===== src/rtl/clock_pkg.sv =====
// Shared time-field definitions for the clock core, splitter and set-entry front end.
package clock_pkg;

  localparam int unsigned TIME_W = 6;

  localparam logic [TIME_W-1:0] HOUR_MAX   = 6'd23;
  localparam logic [TIME_W-1:0] MINSEC_MAX = 6'd59;

  localparam logic [1:0] FIELD_IDLE = 2'd0;
  localparam logic [1:0] FIELD_HOUR = 2'd1;
  localparam logic [1:0] FIELD_MIN  = 2'd2;
  localparam logic [1:0] FIELD_SEC  = 2'd3;

  // Edit state doubles as the field code shown on the display.
  typedef enum logic [1:0] {
    StIdle = FIELD_IDLE,
    StHour = FIELD_HOUR,
    StMin  = FIELD_MIN,
    StSec  = FIELD_SEC
  } field_e;

  // Modular +1 within 0..max; anything out of range folds back to 0.
  function automatic logic [TIME_W-1:0] wrap_inc(input logic [TIME_W-1:0] v,
                                                 input logic [TIME_W-1:0] max);
    return (v >= max) ? '0 : v + 1'b1;
  endfunction

  // Modular -1 within 0..max; anything out of range folds back to max.
  function automatic logic [TIME_W-1:0] wrap_dec(input logic [TIME_W-1:0] v,
                                                 input logic [TIME_W-1:0] max);
    return ((v == '0) || (v > max)) ? max : v - 1'b1;
  endfunction

endpackage


===== src/rtl/key_debounce.sv =====
// One pushbutton path: 2-FF synchronizer, stability counter and press-event pulse.
module key_debounce #(
  parameter int unsigned DEBOUNCE_CYCLES = 1000000
) (
  input  logic clk50,
  input  logic reset,
  input  logic key_n,
  output logic pressed,
  output logic press_evt
);

  localparam int unsigned CntW = $clog2(DEBOUNCE_CYCLES + 1);
  localparam logic [CntW-1:0] CntMax = CntW'(DEBOUNCE_CYCLES);

  logic sync1_q, sync2_q;
  logic state_q, state_d;
  logic evt_q, evt_d;
  logic [CntW-1:0] cnt_q, cnt_d;

  // Accept a new level only after it has differed from the debounced state long enough.
  always_comb begin
    state_d = state_q;
    cnt_d   = '0;
    evt_d   = 1'b0;
    if (sync2_q != state_q) begin
      if (cnt_q == CntMax) begin
        state_d = sync2_q;
        evt_d   = sync2_q;  // only the released->pressed flip is an event
      end else begin
        cnt_d = cnt_q + 1'b1;
      end
    end
  end

  // Synchronizer (inverting to active-high) and debounce state.
  always_ff @(posedge clk50 or posedge reset) begin
    if (reset) begin
      sync1_q <= 1'b0;
      sync2_q <= 1'b0;
      state_q <= 1'b0;
      cnt_q   <= '0;
      evt_q   <= 1'b0;
    end else begin
      sync1_q <= ~key_n;
      sync2_q <= sync1_q;
      state_q <= state_d;
      cnt_q   <= cnt_d;
      evt_q   <= evt_d;
    end
  end

  assign pressed   = state_q;
  assign press_evt = evt_q;

endmodule


===== src/rtl/time_set_entry.sv =====
// Pushbutton time editor: walks hour/minute/second fields and strobes load on commit.
module time_set_entry
  import clock_pkg::*;
#(
  parameter int unsigned DEBOUNCE_CYCLES = 1000000
) (
  input  logic              clk50,
  input  logic              reset,
  input  logic              key_mode_n,
  input  logic              key_inc_n,
  input  logic              key_dec_n,
  input  logic              key_cancel_n,
  input  logic [TIME_W-1:0] hour_in,
  input  logic [TIME_W-1:0] min_in,
  input  logic [TIME_W-1:0] sec_in,
  output logic [TIME_W-1:0] hour_set,
  output logic [TIME_W-1:0] min_set,
  output logic [TIME_W-1:0] sec_set,
  output logic              load,
  output logic [1:0]        field
);

  logic mode_evt, inc_evt, dec_evt, cancel_evt;

  key_debounce #(.DEBOUNCE_CYCLES(DEBOUNCE_CYCLES)) u_key_mode (
    .clk50     (clk50),
    .reset     (reset),
    .key_n     (key_mode_n),
    .pressed   (),
    .press_evt (mode_evt)
  );

  key_debounce #(.DEBOUNCE_CYCLES(DEBOUNCE_CYCLES)) u_key_inc (
    .clk50     (clk50),
    .reset     (reset),
    .key_n     (key_inc_n),
    .pressed   (),
    .press_evt (inc_evt)
  );

  key_debounce #(.DEBOUNCE_CYCLES(DEBOUNCE_CYCLES)) u_key_dec (
    .clk50     (clk50),
    .reset     (reset),
    .key_n     (key_dec_n),
    .pressed   (),
    .press_evt (dec_evt)
  );

  key_debounce #(.DEBOUNCE_CYCLES(DEBOUNCE_CYCLES)) u_key_cancel (
    .clk50     (clk50),
    .reset     (reset),
    .key_n     (key_cancel_n),
    .pressed   (),
    .press_evt (cancel_evt)
  );

  field_e            state_q, state_d;
  logic [TIME_W-1:0] hour_q, hour_d;
  logic [TIME_W-1:0] min_q, min_d;
  logic [TIME_W-1:0] sec_q, sec_d;
  logic              load_q, load_d;
  logic              step_up, step_dn;

  // Inc together with dec cancels out.
  assign step_up = inc_evt & ~dec_evt;
  assign step_dn = dec_evt & ~inc_evt;

  // Edit FSM: cancel beats mode, mode beats inc/dec (dropped, not deferred).
  always_comb begin
    state_d = state_q;
    hour_d  = hour_q;
    min_d   = min_q;
    sec_d   = sec_q;
    load_d  = 1'b0;
    if (state_q == StIdle) begin
      if (mode_evt) begin
        hour_d  = hour_in;
        min_d   = min_in;
        sec_d   = sec_in;
        state_d = StHour;
      end
    end else if (cancel_evt) begin
      state_d = StIdle;
    end else if (mode_evt) begin
      case (state_q)
        StHour:  state_d = StMin;
        StMin:   state_d = StSec;
        default: begin
          state_d = StIdle;
          load_d  = 1'b1;
        end
      endcase
    end else if (step_up || step_dn) begin
      case (state_q)
        StHour:  hour_d = step_up ? wrap_inc(hour_q, HOUR_MAX) : wrap_dec(hour_q, HOUR_MAX);
        StMin:   min_d  = step_up ? wrap_inc(min_q, MINSEC_MAX) : wrap_dec(min_q, MINSEC_MAX);
        default: sec_d  = step_up ? wrap_inc(sec_q, MINSEC_MAX) : wrap_dec(sec_q, MINSEC_MAX);
      endcase
    end
  end

  // State, set registers and commit strobe.
  always_ff @(posedge clk50 or posedge reset) begin
    if (reset) begin
      state_q <= StIdle;
      hour_q  <= '0;
      min_q   <= '0;
      sec_q   <= '0;
      load_q  <= 1'b0;
    end else begin
      state_q <= state_d;
      hour_q  <= hour_d;
      min_q   <= min_d;
      sec_q   <= sec_d;
      load_q  <= load_d;
    end
  end

  assign hour_set = hour_q;
  assign min_set  = min_q;
  assign sec_set  = sec_q;
  assign load     = load_q;
  assign field    = state_q;

endmodule


===== config.mk =====
export PLATFORM = sky130hd
export DESIGN_NAME = time_set_entry
export DESIGN_NICKNAME = d
export VERILOG_FILES = /design/src/rtl/clock_pkg.sv /design/src/rtl/key_debounce.sv /design/src/rtl/time_set_entry.sv
export SDC_FILE = /design/constraint.sdc
export NUM_CORES = 1
export LEC_CHECK = 0
export CORE_MARGIN = 3
export CORE_UTILIZATION = 30
export DETAILED_ROUTE_END_ITERATION = 8
export SLEW_MARGIN = 20
export SYNTH_ARGS = -nofsm -noshare
export SYNTH_HDL_FRONTEND = slang
export SYNTH_SLANG_ARGS = --single-unit

===== constraint.sdc =====
create_clock -name clk50 -period 4.5 [get_ports clk50]
set_clock_uncertainty 0.15 [all_clocks]
set_input_delay 0.45 -clock clk50 [delete_from_list [all_inputs] [get_ports clk50]]
set_output_delay 0.45 -clock clk50 [all_outputs]
set_load 0.05 [all_outputs]

==> results.md <==
- Slew headroom: 35.3%
- Pwr Density: 325 mW/mm^2
- Comb pwr share: 3.4%
- Final Wtd Congestion: 0.809
- Hold-fix buffers at CTS: 0
- Commonest cells in the synthesized netlist: 117 x dfrtp_1, 106 x nor2_1, 54 x xor2_1, 47 x nand3_1, 42 x nand2_1
- Routed vias: 4958
- Synth Cell Area: 0.00638 mm^2
- Worst Hold Class: flop to flop
- Mapped Nets: 727
- CP Capture Type: flop
- Max IR drop VDD: 0.278 mV
- CP Class: flop to flop
- Die width: 152 um
- Port Buf Inserts: 44
- Synth Flop Type: dfrtp_1
- Outcome: finished, final reports clean
- Flop and latch count out of synthesis: 117
- Register area share after synthesis: 45.9%
- Area Growth Syn to Fin: 19.8%
- Part of the power in registers: 43.5%
- Nets: 768
- Total negative slack: 0 ns
- Clk Latency, worst-skew pair: 0.42 ns
- Initial core utilization: 31.0%
- CTS tree: done
- Worst reg-to-reg path cell count: 7
- Total Power: 2.48 mW
- Final Hold Fails: 0
- Die Height: 152 um
- TritonRoute pass-1 iters: 4
- Global-route wire length before repair: 23900 um
- Vias in the first global route: 4803
- Share of cells above drive strength 1: 7.34%
- Antenna-violating nets left: 0
- Antenna cells: 0
- Number of synthesized flops with an enable pin: 0
- Std-Cell Rows: 52
- Min Clock Period, post-route: 2.75 ns
- Number of CTS-inserted buffers: 17
- Number of remaining DRC errors: 0
- Root Driver: clkbuf_16
- IO Pins: 45
- Leading area contributor after synthesis: dfrtp_1
- Post-cts repair resize count: 0
- Mapped Cells: 682
- Net Sw Frac: 22.8%
- P_leak: 3.24 nW
- YS warnings: 0
- Core area: 0.0206 mm^2
- Critical path arrival: 2.91 ns
- Unrepaired setup endpoints after global routing: no
- Internal: 1.92 mW
- Post-CTS Setup Inserts: 0
- CTS H-tree lvls: 4
- Worst Path Required: 4.66 ns
- Distinct cell type count after synthesis: 65
- Gr usage total: 12.3%
- Async set-reset flop share out of synthesis: 100%
- Hold path depth: 0
- Worst-Margin Slew: 0.970 ns
- Largest net degree at the start of global routing: 81
- Initial antenna violation count: 0
- Clock tree buffer depth: 2
- DR vias/cell: 4.93
- Total Wirelength: 13800 um
- Max-Cap Viols: 0
- Clock transition at path regs: 0.06 ns
- Most frequent cell after synthesis: dfrtp_1
- Critical path launch point type: flop
- Final worst path period share: 61.2%
- F_max: 363 MHz
- Max-slew violation total from the final report: 0
- CP Max Fanout: 25
- Dpl hpwl: 9260 um
- Clock power frac: 53.1%
- Grt total ovfl: 0
- Net Sw Power: 565 uW
- CTS sink cnt: 117
- 1st-iter DRT viols: 267
- Die area: 0.0231 mm^2
- Syn avg cell area: 9.35 um^2
- Average wire per standard cell: 13.7 um
- Yosys top cell area share: 45.9%
- Synth top area cells: dfrtp_1 46%, xor2_1 7.4%, nor2_1 6.2%
- Setup violators final: 0
[power groups by stage]
stage	Clock, mW	Combinational [mW]	Sequential (mW)
global placement	0	0.0874	1.10
detailed placement	0	0.0875	1.10
finish	1.32	0.0853	1.08
global route	1.41	0.0979	1.08
CTS	1.36	0.0882	1.08
floorplan	0	0.0530	1.09
[worst paths after layout]
kind	from	endpoint	slack, ns
worst max register to register	field[0]$_DFFE_PP0P_	hour_set[4]$_DFFE_PP0P_	1.75
worst max-delay path	field[0]$_DFFE_PP0P_	hour_set[4]$_DFFE_PP0P_	1.75
max in group asynchronous	reset	u_key_inc.cnt_q[2]$_DFF_PP0_	3.13
min in group asynchronous	reset	u_key_mode.cnt_q[13]$_DFF_PP0_	0.39
worst min-delay path	u_key_dec.sync1_q$_DFF_PP0_	u_key_dec.sync2_q$_DFF_PP0_	0.20
worst min register to register	u_key_dec.sync1_q$_DFF_PP0_	u_key_dec.sync2_q$_DFF_PP0_	0.20
[sequential cells by signal (all words and copies together), names as in the netlist, 2 cells and up]
signal,cells
u_key_inc.cnt_q,20
min_set,6
u_key_mode.cnt_q,20
u_key_dec.cnt_q,20
sec_set,6
field,2
u_key_cancel.cnt_q,20
hour_set,6
[worst max-delay path, stage by stage, from the launching register on]
cell and delay, ns:
dfrtp_1 0.41, inv_1 0.10, ha_1 0.80, clkinv_1 0.53, and3_1 0.31, a21oi_1 0.11
o211ai_1 0.11, o21a_1 0.11
[cell usage in the layout, fill, tap and decap left out, types with 5 or more instances in the layout]
cell type | netlist | routed
inv_1 | 35 | 34
clkdlybuf4s50_1 | 0 | 44
or2_2 | 6 | 6
xor2_1 | 54 | 54
nor2_1 | 106 | 106
nor4_1 | 8 | 8
dfrtp_1 | 117 | 117
clkbuf_16 | 0 | 17
a21oi_1 | 28 | 28
and3_1 | 15 | 15
and4_1 | 6 | 6
ha_1 | 21 | 21
nand4_1 | 18 | 18
nor4b_1 | 10 | 10
nand3_1 | 47 | 47
nand2_1 | 42 | 42
a2bb2oi_1 | 5 | 5
a31oi_1 | 11 | 11
o21ai_0 | 17 | 17
xnor2_1 | 27 | 27
nor3_1 | 17 | 17
mux2_2 | 5 | 5
[area by class of cell]
cell class,instances,area [um^2]
Fill cell,2099,12900
Multi-Input combinational cell,506,3190
Sequential cell,117,2930
Timing Repair Buffer,45,460
Clock buffer,17,425
Tap cell,270,338
Clock inverter,15,158
Inverter,36,140
[per-stage QoR]
| step | setup WS, ns | instance area [um^2] | instances | hold slack [ns] | utilization [%] |
|---|---|---|---|---|---|
| 2_1_floorplan | 0.799 | 6380 | 682 | 0.181 | - |
| 5_1_grt | 1.57 | 7640 | 1006 | 0.204 | 37.2 |
| 3_3_place_gp | 1.86 | 7060 | 974 | 0.184 | 34.3 |
| 4_1_cts | 1.77 | 7640 | 1006 | 0.199 | 37.2 |
| 3_5_place_dp | 1.80 | 7060 | 974 | 0.186 | 34.3 |
| 6_report | 1.75 | 7640 | 1006 | 0.196 | 37.2 |
[logic make-up (layout without fill, tap and decap cells)]
kind of cell / count (synthesis) / in the layout / share of synthesized area [%]
adder cells (fa/ha/maj): 21 / 21 / 4.12
AO/OA/AOI/OAI: 95 / 95 / 9.67
buffers and inverters: 59 / 113 / 4.04
multiplexers: 5 / 5 / 0.882
XOR/XNOR: 81 / 81 / 11.1
AND/OR/NAND/NOR: 304 / 304 / 24.3
flip-flops: 117 / 117 / 45.9
[layer usage]
| layer | wire length (um) | global-route usage (%) |
|---|---|---|
| met1 | 6890 | 17.5 |
| met5 | 0 | 0 |
| met2 | 6090 | 18.4 |
| met3 | 669 | 3.07 |
| met4 | 166 | 4.11 |
Note: power is estimated with default switching activity, not from simulation.
==> RTL change (config.mk and constraints unchanged) <==
Set the package constant `TIME_W` to 8 (it was 6).
--- a/src/rtl/clock_pkg.sv
+++ b/src/rtl/clock_pkg.sv
@@ -2,5 +2,5 @@
 package clock_pkg;
 
-  localparam int unsigned TIME_W = 6;
+  localparam int unsigned TIME_W = 8;
 
   localparam logic [TIME_W-1:0] HOUR_MAX   = 6'd23;
Interface: changed (6 resized); port bits go from 45 to 57. The function was not compared with the original's and may differ.
==> RTL change against the original RTL <==
  * Design area grew 12%
  * Routed wire length grew 21%
  * Final cell count grew 12%
  * First-iteration DRC count grew 62%
  * Power grew 7.8%
  * Sequential power grew 5%
  * Area after synthesis grew 11%
  * Non-clock buffer count grew 15
  * Worst setup slack lost 74 ps
  * Worst hold slack gained 3.5 ps
  * Sequential cell count grew 6
==> RTL change: results (changes against the original RTL) <==
grt_pass1_vias: 5610  # was 4803
min_to: "u_key_mode.sync2_q"  # was u_key_dec.sync2_q
status: "completed"  # unchanged
ys_types: 70  # was 65
synthMuxAreaShare_pct: 0.797  # was 0.883%
hold_path.startpoint: "u_key_mode.sync1_q"  # was u_key_dec.sync1_q
synthTopCellsByCount: "dfrtp_1, nor2_1, a21oi_1, nand3_1"  # was dfrtp_1, nor2_1, xor2_1, nand3_1, nand2_1
ys_seq_area_share_pct: 43.6  # was 45.9%
reg2reg_setup_slack_ps: 1670  # was 1750 ps
crit_start: "u_key_dec.press_evt"  # was field[0]
place_hpwl_um: 11300  # was 9260 um
drt-wirelength-per-cell_um: 14.8  # was 13.7 um
dr.first_iter.drc_count: 432  # was 267
drive_gt1_share_pct: 6.11  # was 7.34%
firstDrtPassIters: 5  # was 4
place_area_mm2: 0.00790  # was 0.00706 mm^2
grt.met1_usage_pct: 18.9  # was 17.5%
synth_compound_area_share_pct: 16.3  # was 9.67%
clock_latency_ps: 420  # about the same
synth_fa_ha_area_share_pct: 3.72  # was 4.12%
synth-main-ff-cell: "dfrtp_1"  # unchanged
grt_util_met2_pct: 20.5  # was 18.4%
endpoint_kind: "flop"  # unchanged
grt_pass1_wl_um: 28600  # was 23900 um
cp_slowest_stage_delay_ps: 820  # was 800 ps
io_buffers: 56  # was 44
nNetsFinal: 856  # was 768
cp.arrival_ps: 3000  # was 2910 ps
num_vias: 5930  # was 4958
grt.total_usage_pct: 13.4  # was 12.3%
reg2reg_to: "min_set[4]"  # was hour_set[4]
grt_start_max_net_pins: 66  # was 81
vdd_drop_max_mv: 0.217  # was 0.278 mV
ys_top_cells_by_area: "dfrtp_1, nor2_1, ha_1, xor2_1, xnor2_1"  # was dfrtp_1, xor2_1, nor2_1, ha_1, xnor2_1
r2r.worst_path.cells: 7  # unchanged
grtUsageMet3_pct: 2.76  # was 3.07%
cts_setup_buffers: 0  # unchanged
globalplace.congestion: 0.820  # was 0.809
grt_antenna_before_repair: 0  # unchanged
p_leak_nw: 3.35  # was 3.24 nW
worst_pin_slew_ps: 1060  # was 970 ps
hold_slack_ps: 199  # was 196 ps
period_minus_slack_ps: 2830  # was 2750 ps
synth_xor_area_share_pct: 7.07  # was 11.1%
critPathMaxFanout: 27  # was 25
syn_nets: 816  # was 727
==> RTL change: cell count changes after synthesis, sizes merged, moves of 6 or more <==
| cell | before | now |
|---|---|---|
| nor2 | 107 | 82 |
| xor2 | 54 | 30 |
| or4 | 1 | 24 |
| clkbuf | 9 | 30 |
| o31ai | 2 | 22 |
| or3 | 1 | 21 |
| a21oi | 28 | 43 |
| o21ai | 18 | 30 |
| and3 | 16 | 9 |
| dfrtp | 117 | 123 |
| nand4 | 18 | 24 |
==> RTL change: where the power goes <==
part / switching, mW / internal [mW]
clock: 0.520 / 0.927
sequential: 0.0137 / 1.12
combinational: 0.0541 / 0.0410
==> RTL change: through the flow <==
stage	setup WS [ps]	cells	total power [mW]
after global routing	1480	1131	2.78
after detailed placement	1710	1099	1.25
final	1670	1131	2.67
after global placement	1750	1099	1.25
after floorplan	629	765	1.20
after CTS	1700	1131	2.72
==> RTL change: layout make-up <==
cell class	instances	area [um^2]
clock buffers	18	429
clock inverters	14	195
fillers	2308	14400
inverters	38	145
multi-input cells	565	3680
flip-flops and latches	123	3080
well taps	313	392
repair buffers	60	603
==> RTL change: logic make-up (layout without fill, tap and decap cells) <==
kind of cell,Yosys count,after routing
xor gates and xnor gates,57,57
AOI/OAI and AO/OA,167,167
adders and majority gates,21,21
and+or+nand+nor,315,315
muxes,5,5
buffers and inverters,77,130
DFF,123,123
==> RTL change: routing by layer <==
| layer | up-vias | share of wire (%) |
|---|---|---|
| met4 | 0 | 1.3 |
| li1 | 2914 | - |
| met5 | - | 0 |
| met3 | 16 | 4.1 |
| met2 | 129 | 46 |
| met1 | 2871 | 49 |
